[src/rtl/arb_proto_pkg.sv]
// Arbitration link protocol: frame codes, frame lengths and the requester state encoding.
package arb_proto_pkg;

    localparam int unsigned HDR_LEN   = 3;
    localparam int unsigned START_LEN = 3;
    localparam int unsigned NAK_LEN   = 3;
    localparam int unsigned END_LEN   = 2;

    localparam logic [2:0] HDR_CODE   = 3'b111;
    localparam logic [2:0] START_CODE = 3'b101;
    localparam logic [2:0] NAK_CODE   = 3'b110;
    localparam logic [1:0] END_CODE   = 2'b01;

    typedef enum logic [3:0] {
        ST_IDLE,
        ST_SEND_HDR,
        ST_SEND_ID,
        ST_WAIT_GRANT,
        ST_SEND_START,
        ST_COM,
        ST_SEND_END,
        ST_SEND_NAK,
        ST_WAIT_REL
    } state_t;

endpackage

[src/rtl/arb_frame_tx.sv]
// Serial frame shifter: loads a left-aligned code plus length and drives it MSB-first on arb_out.
module arb_frame_tx #(
    parameter int unsigned SH_W  = 3,
    parameter int unsigned LEN_W = 2
) (
    input  logic             clk,
    input  logic             rstn,
    input  logic             load,
    input  logic             abort,
    input  logic [SH_W-1:0]  data,
    input  logic [LEN_W-1:0] len,
    output logic             arb_out,
    output logic             last_bit_c
);

    logic [SH_W-1:0]  sh_q;
    logic [LEN_W-1:0] rem_q;
    logic             active_q;

    // The first bit appears on arb_out in the cycle right after load.
    always_ff @(posedge clk or negedge rstn) begin
        if (!rstn) begin
            sh_q     <= '0;
            rem_q    <= '0;
            active_q <= 1'b0;
        end else if (abort) begin
            sh_q     <= '0;
            rem_q    <= '0;
            active_q <= 1'b0;
        end else if (load) begin
            sh_q     <= data;
            rem_q    <= len - LEN_W'(1);
            active_q <= 1'b1;
        end else if (rem_q != '0) begin
            sh_q     <= sh_q << 1;
            rem_q    <= rem_q - LEN_W'(1);
        end else begin
            sh_q     <= '0;
            active_q <= 1'b0;
        end
    end

    assign arb_out    = sh_q[SH_W-1];
    assign last_bit_c = active_q && (rem_q == '0);

endmodule

[src/rtl/arbiter_requester.sv]
// Master-side arbitration link endpoint: request/ID framing, grant tracking, comm start/end/abort.
module arbiter_requester
    import arb_proto_pkg::*;
#(
    parameter int unsigned ID_W     = 2,
    parameter int unsigned GRANT_TO = 64,
    parameter int unsigned REL_TO   = 16
) (
    input  logic            clk,
    input  logic            rstn,
    input  logic            req,
    input  logic [ID_W-1:0] master_id,
    input  logic            done,
    input  logic            arb_in,
    output logic            arb_out,
    output logic            bus_grant,
    output logic            busy,
    output logic            timeout,
    output logic            lost_grant
);

    localparam int unsigned SH_W    = (ID_W > HDR_LEN) ? ID_W : HDR_LEN;
    localparam int unsigned LEN_W   = $clog2(SH_W + 1);
    localparam int unsigned CNT_MAX = (GRANT_TO > REL_TO) ? GRANT_TO : REL_TO;
    localparam int unsigned CNT_W   = $clog2(CNT_MAX) + 1;

    state_t            state_q, state_n;
    logic [CNT_W-1:0]  cnt_q, cnt_n;
    logic [ID_W-1:0]   id_q;
    logic              id_load_c;
    logic              tx_load_c, tx_abort_c, tx_last_c;
    logic [SH_W-1:0]   tx_data_c;
    logic [LEN_W-1:0]  tx_len_c;
    logic              timeout_c, lost_grant_c;

    arb_frame_tx #(
        .SH_W  (SH_W),
        .LEN_W (LEN_W)
    ) u_frame_tx (
        .clk        (clk),
        .rstn       (rstn),
        .load       (tx_load_c),
        .abort      (tx_abort_c),
        .data       (tx_data_c),
        .len        (tx_len_c),
        .arb_out    (arb_out),
        .last_bit_c (tx_last_c)
    );

    always_ff @(posedge clk or negedge rstn) begin
        if (!rstn) begin
            state_q    <= ST_IDLE;
            cnt_q      <= '0;
            id_q       <= '0;
            bus_grant  <= 1'b0;
            busy       <= 1'b0;
            timeout    <= 1'b0;
            lost_grant <= 1'b0;
        end else begin
            state_q    <= state_n;
            cnt_q      <= cnt_n;
            if (id_load_c) begin
                id_q <= master_id;
            end
            bus_grant  <= (state_n == ST_COM);
            busy       <= (state_n != ST_IDLE);
            timeout    <= timeout_c;
            lost_grant <= lost_grant_c;
        end
    end

    // Counter is zero unless holding in a wait state, so every state entry clears it.
    always_comb begin
        state_n      = state_q;
        cnt_n        = '0;
        id_load_c    = 1'b0;
        tx_load_c    = 1'b0;
        tx_abort_c   = 1'b0;
        tx_data_c    = '0;
        tx_len_c     = '0;
        timeout_c    = 1'b0;
        lost_grant_c = 1'b0;
        case (state_q)
            ST_IDLE: begin
                if (req) begin
                    state_n   = ST_SEND_HDR;
                    id_load_c = 1'b1;
                    tx_load_c = 1'b1;
                    tx_data_c = SH_W'(HDR_CODE) << (SH_W - HDR_LEN);
                    tx_len_c  = LEN_W'(HDR_LEN);
                end
            end
            ST_SEND_HDR: begin
                if (tx_last_c) begin
                    state_n   = ST_SEND_ID;
                    tx_load_c = 1'b1;
                    tx_data_c = SH_W'(id_q) << (SH_W - ID_W);
                    tx_len_c  = LEN_W'(ID_W);
                end
            end
            ST_SEND_ID: begin
                if (tx_last_c) begin
                    state_n = ST_WAIT_GRANT;
                end
            end
            ST_WAIT_GRANT: begin
                if (arb_in) begin
                    tx_load_c = 1'b1;
                    tx_len_c  = LEN_W'(START_LEN);
                    if (req) begin
                        state_n   = ST_SEND_START;
                        tx_data_c = SH_W'(START_CODE) << (SH_W - START_LEN);
                    end else begin
                        state_n   = ST_SEND_NAK;
                        tx_data_c = SH_W'(NAK_CODE) << (SH_W - NAK_LEN);
                    end
                end else if (cnt_q == CNT_W'(GRANT_TO - 1)) begin
                    state_n   = ST_IDLE;
                    timeout_c = 1'b1;
                end else begin
                    cnt_n = cnt_q + CNT_W'(1);
                end
            end
            ST_SEND_START: begin
                if (!arb_in) begin
                    state_n      = ST_IDLE;
                    tx_abort_c   = 1'b1;
                    lost_grant_c = 1'b1;
                end else if (tx_last_c) begin
                    state_n = ST_COM;
                end
            end
            ST_COM: begin
                if (!arb_in) begin
                    state_n      = ST_IDLE;
                    lost_grant_c = 1'b1;
                end else if (done) begin
                    state_n   = ST_SEND_END;
                    tx_load_c = 1'b1;
                    tx_data_c = SH_W'(END_CODE) << (SH_W - END_LEN);
                    tx_len_c  = LEN_W'(END_LEN);
                end
            end
            ST_SEND_END, ST_SEND_NAK: begin
                if (tx_last_c) begin
                    state_n = ST_WAIT_REL;
                end
            end
            ST_WAIT_REL: begin
                if (!arb_in) begin
                    state_n = ST_IDLE;
                end else if (cnt_q == CNT_W'(REL_TO - 1)) begin
                    state_n   = ST_IDLE;
                    timeout_c = 1'b1;
                end else begin
                    cnt_n = cnt_q + CNT_W'(1);
                end
            end
            default: begin
                state_n = ST_IDLE;
            end
        endcase
    end

endmodule
[config.mk]
export PLATFORM = sky130hd
export DESIGN_NAME = arbiter_requester
export DESIGN_NICKNAME = d
export VERILOG_FILES = /design/src/rtl/arb_proto_pkg.sv /design/src/rtl/arb_frame_tx.sv /design/src/rtl/arbiter_requester.sv
export SDC_FILE = /design/constraint.sdc
export NUM_CORES = 1
export LEC_CHECK = 0
export CAP_MARGIN = 20
export CORE_ASPECT_RATIO = 1.1
export CORE_MARGIN = 8
export CORE_UTILIZATION = 41
export CTS_CLUSTER_DIAMETER = 120
export DETAILED_ROUTE_END_ITERATION = 8
export GPL_TIMING_DRIVEN = 0
export RECOVER_POWER = 25
export REMOVE_ABC_BUFFERS = 1
export SYNTH_ARGS = -nofsm -noshare
export SYNTH_HDL_FRONTEND = slang
export SYNTH_SLANG_ARGS = --single-unit
[constraint.sdc]
create_clock -name clk -period 3 [get_ports clk]
set_input_delay 0.6 -clock clk [delete_from_list [all_inputs] [get_ports clk]]
set_output_delay 0.6 -clock clk [all_outputs]
set_load 0.02 [all_outputs]
After elaboration in Yosys (flattened, before gate mapping):

Cells that the tools add are included.

* add/sub/neg operators: 3
* eq/ne operators: 12
* mux-type cells: 56
* reductions and logical operators: 8

Operators with widths (count)
* 4-bit 2-to-1 mux: 12
* 4-bit one-hot mux with 8 select lines: 1
* 7-bit 2-to-1 mux: 4
* 2-bit 2-to-1 mux: 12
* 4-bit by 3-bit == test with 1-bit output, second input constant: 5
* 3-bit 2-to-1 mux: 6
* 1-bit 2-to-1 mux: 16
* 7-bit one-hot mux with 2 select lines: 1
* 3-bit one-hot mux with 4 select lines: 1
* 4-bit by 2-bit == test with 1-bit output, second input constant: 2
* 2-bit one-hot mux with 4 select lines: 1
* 7-bit by 1-bit adder with 7-bit output, second input constant: 1
* 7-bit by 4-bit == test with 1-bit output, second input constant: 1
* 7-bit by 6-bit == test with 1-bit output, second input constant: 1
* 4-bit by 1-bit == test with 1-bit output, second input constant: 1
* 4-bit == test, second input constant: 1
* 4-bit logical NOT: 1
* 1-bit one-hot mux with 4 select lines: 1
* 4-bit nonzero test: 1
* 2-bit OR reduction: 2
* 2-bit by 1-bit subtractor with 2-bit output, second input constant: 2
* 3-bit inequality test, second input constant: 1
* 3-bit nonzero test: 1
* 2-bit logical NOT: 1
* other kinds (3): 3

* register bits: 23
* bits of input ports: 7
* output and inout bits: 5
* logic and storage cells: 89

Logic depth before layout (Yosys ltp):

* depth in word-level cells: 7
* depth in mapped cells: 5
* gate-level depth less buffers: 5

Hierarchy:

From an unflattened synthesis, not the netlist that was laid out.

* cell total of the unflattened synthesis: 128
* area, all modules: 1278.7 um^2

By module, submodules not included
* arbiter_requester: instances 1, cells each 101, area an instance 997.2 um^2
* arb_frame_tx: instances 1, cells each 27, area an instance 281.5 um^2

Least setup slack after synthesis:

OpenSTA, ideal clock, no wires.

* kind: input to register
* start: in arb_in
* end: reg u_frame_tx.active_q
* arrival time: 1476 ps
* data required time: 2869 ps
* slack: 1393 ps
* cell stages on the path: 4
* path through: buf_2 > and3_1 > o21a_1 > or3_1

* word-level cells in the longest chain between the ends: 4

RTL lines
* start: declaration: line arbiter_requester.sv:14 `input logic arb_in,`
* 1-bit 2-to-1 mux (on tied branches): line arbiter_requester.sv:134, arbiter_requester.sv:107
* 1-bit one-hot mux with 4 select lines: line arbiter_requester.sv:83 `case (state_q)`
* 1-bit 2-to-1 mux: line arb_frame_tx.sv:30 `end else if (load) begin`
* 1-bit 2-to-1 mux: line arb_frame_tx.sv:26 `end else if (abort) begin`
* end signal: assignment: line arb_frame_tx.sv:25 `active_q <= 1'b0;`
* end signal: assignment: line arb_frame_tx.sv:29 `active_q <= 1'b0;`
* end signal: assignment: line arb_frame_tx.sv:33 `active_q <= 1'b1;`
* end: declaration: line arb_frame_tx.sv:18 `logic active_q;`

Several ways; a longest one is shown, not always the timed one.
A chain may end at the register's enable or synchronous reset.

Worst setup path in the final report:

* start: in arb_in
* end: reg busy

* word-level cells in the longest chain between the ends: 3

RTL lines
* 4-bit 2-to-1 mux (on tied branches)
* 4-bit one-hot mux with 8 select lines (*): line arbiter_requester.sv:83
* 4-bit nonzero test (*): line arbiter_requester.sv:66 `busy <= (state_n != ST_IDLE);`
* end signal: assignment: line arbiter_requester.sv:66
* end: declaration: line arbiter_requester.sv:17 `output logic busy,`

Mark *: on every way between the ends. The rest lies on a longest branch, timed or not.

==> results.sh <==
export IMPL_status="completed"
export IMPL_cts_buffers=3
export IMPL_grt_max_degree=24
export IMPL_finalCritPeriodShare_pct=66.3
export IMPL_core_sq_um=2800
export IMPL_dr_total_vias=948
export IMPL_yosysTopAreaCellShare_pct=47.5
export IMPL_timing_slew_headroom_pct=58.5
export IMPL_cts_num_sinks=23
export IMPL_post_drt_wl_per_cell_microns=15.8
export IMPL_fmax_mhz=503
export IMPL_ys_async_sr_fraction_pct=100
export IMPL_dp_slack_ps=713
export IMPL_avgSynthCellArea_sq_um=10.4
export IMPL_fill_cells=279
export IMPL_drt_pass1_iter_count=4
export IMPL_synth_edf_count=0
export IMPL_fp_row_count=20
export IMPL_tns_ps=0
export IMPL_postCtsResizedCells=0
export IMPL_synth_top_cells_by_area="dfrtp_1 48%, nor2_1 4.0%, nand3b_1 2.5%"
export IMPL_drc=0
export IMPL_root_buffer="clkbuf_4"
export IMPL_grtUsageTotal_pct=11.1
export IMPL_postCtsHoldBufs=0
export IMPL_p_clk_share_pct=30.6
export IMPL_min_period_ps=1990
export IMPL_synthDistinctLibCells=47
export IMPL_ios=12
export IMPL_grt_ovfl_total=0
export IMPL_yosysMostFrequentCell="dfrtp_1"
export IMPL_wl_mm=2.56
export IMPL_synth_top_area_cell="dfrtp_1"
export IMPL_switching_share_pct=22.5
export IMPL_cp_required_ps=3190
export IMPL_hold_class="flip-flop to flip-flop"
export IMPL_antenna_cells=0
export IMPL_drt_initial_drc_count=59
export IMPL_initial_core_util_pct=43.2
export IMPL_drv_cap=0
export IMPL_htreeDepth=1
export IMPL_syn_inst=116
export IMPL_grt_pass1_vias=948
export IMPL_start_kind="input pin"
export IMPL_ys_warn_count=0
export IMPL_crit_type="input pin to flip-flop"
export IMPL_rsz0062_at_grt="false"
export IMPL_viasPerCell=5.85
export IMPL_nNetsFinal=138
export IMPL_synthFlopType="dfrtp_1"
export IMPL_die_w_microns=67.8
export IMPL_antenna_found_initial=0
export IMPL_syn2layout_area_growth_pct=13.7
export IMPL_fin_skew_ps=3.83
export IMPL_drive_above_1_share_pct=8.53
export IMPL_tightestPinTransition_ps=620
export IMPL_dieArea_sq_um=4950
export IMPL_ant_nets=0
export IMPL_drv_slew=0
export IMPL_cts_tree="yes"
export IMPL_chipHeight_microns=73.0
export IMPL_crit_arrival_ps=2180
export IMPL_cts_buffer_depth=2
export IMPL_p_leak_nw=0.599
export IMPL_synth_seq_area_share_pct=47.5
export IMPL_clk_latency_ps=310
export IMPL_ir_drop_v=0.000229
export IMPL_path_max_fanout=13
export IMPL_port_buffers=11
export IMPL_fin_ws_ps=1010
export IMPL_synth_area_sq_um=1210
export IMPL_hold_viol=0
export IMPL_post_cts_buffers=0
export IMPL_end_kind="flip-flop"
export IMPL_switching_power_w=0.000108
export IMPL_finalSetupViolCount=0
export IMPL_clk_pin_slew_ps=130
export IMPL_internal_power_w=0.000370
export IMPL_cellPowerDensity_nw_per_um2=347
export IMPL_yosys_top_cells_count="23 x dfrtp_1, 13 x nor2_1, 6 x nand2_1"
export IMPL_hpwl_mm=1.80
export IMPL_pwr_share_seq_pct=64.9
export IMPL_combinationalPowerShare_pct=4.6
export IMPL_synth_seq_cells=23
export IMPL_grt_pass1_wl_mm=4.48
export IMPL_place_gp_congestion=0.802
cells by family after synthesis:
| family | share of synthesized area [%] |
|---|---|
| AOI/OAI and AO/OA | 13.1 |
| adders and majority gates | 1.03 |
| muxes | 2.79 |
| xor gates and xnor gates | 2.17 |
| buffers and inverters | 3.20 |
| and+or+nand+nor | 30.2 |
| DFF | 47.5 |
final cells by class:
cell class | count | area [sq um] | area share, %
inverter | 3 | 11.3 | 0.817
clock inverter | 1 | 5.00 | 0.363
tap | 33 | 41.3 | 3.00
timing repair buffer | 12 | 125 | 9.08
multi-input combinational | 87 | 597 | 43.3
clock buffer | 3 | 22.5 | 1.63
sequential | 23 | 576 | 41.8
per-layer routing:
layer  routed length, microns  global-route usage [%]  part of all wire [%]
met5                        0                       0                     0
met3                      121                    2.30                   4.7
met1                     1240                    15.5                    49
met4                       10                    2.96                  0.39
met2                     1180                    16.9                    46
stage by stage:
stage	total power [W]	util, %	cell area, sq um	std cells	hold WS, ps
detailed placement	0.000336	47.6	1340	157	445
global route	0.000492	49.2	1380	162	498
floorplan	0.000319	-	1180	113	304
finish	0.000478	49.2	1380	162	459
global placement	0.000335	47.6	1340	157	443
CTS	0.000481	48.6	1360	161	464
cell usage in the layout (no fill, tap or decap), types with 2 or more instances in the layout:
cell type	netlist	routed
mux2_1	2	2
and3_1	4	4
o21ai_1	2	2
nor4_1	2	2
clkdlybuf4s50_1	0	10
o211ai_1	3	3
a21oi_1	4	4
nor3_1	2	2
nand4_1	2	2
xnor2_1	2	2
nand3_1	5	5
and4b_1	2	2
nand4bb_1	2	2
nor2_1	13	13
o21a_1	2	2
inv_1	3	3
dfrtp_1	23	23
nand3b_1	4	4
nand2b_1	4	4
clkbuf_4	0	3
nand2_1	6	6
critical path, stage by stage:
cell             delay (ps)
clkdlybuf4s50_1         620
and4b_1                 290
o21ai_0                 300
o2111a_1                270
nand4bb_1               100
worst paths after layout:
kind	from	depth (start not counted)	slack, ps	end
max	arb_in	5	1010	busy
min	cnt_q[0]	1	460	cnt_q[0]
max reg2reg	state_q[1]	4	1280	busy
min reg2reg	cnt_q[0]	1	460	cnt_q[0]
max in group asynchronous	rstn	2	1780	bus_grant
min in group asynchronous	rstn	1	720	lost_grant
power groups by stage:
stage / Combinational [W] / Clock [W] / Sequential, W
2_1_floorplan: 0.00000302 / 0 / 0.000316
5_1_grt: 0.0000243 / 0.000157 / 0.000310
4_1_cts: 0.0000204 / 0.000151 / 0.000310
3_3_place_gp: 0.0000195 / 0 / 0.000316
3_5_place_dp: 0.0000202 / 0 / 0.000316
6_report: 0.0000218 / 0.000146 / 0.000310
flip-flops by register name (all words and copies together) (netlist names):
name,flops
cnt_q,7
state_q,4
u_frame_tx.sh_q,3
id_q,2
u_frame_tx.rem_q,2
bus_grant,1
busy,1
lost_grant,1
timeout,1
u_frame_tx.active_q,1
Power figures use the tool's default switching activity.
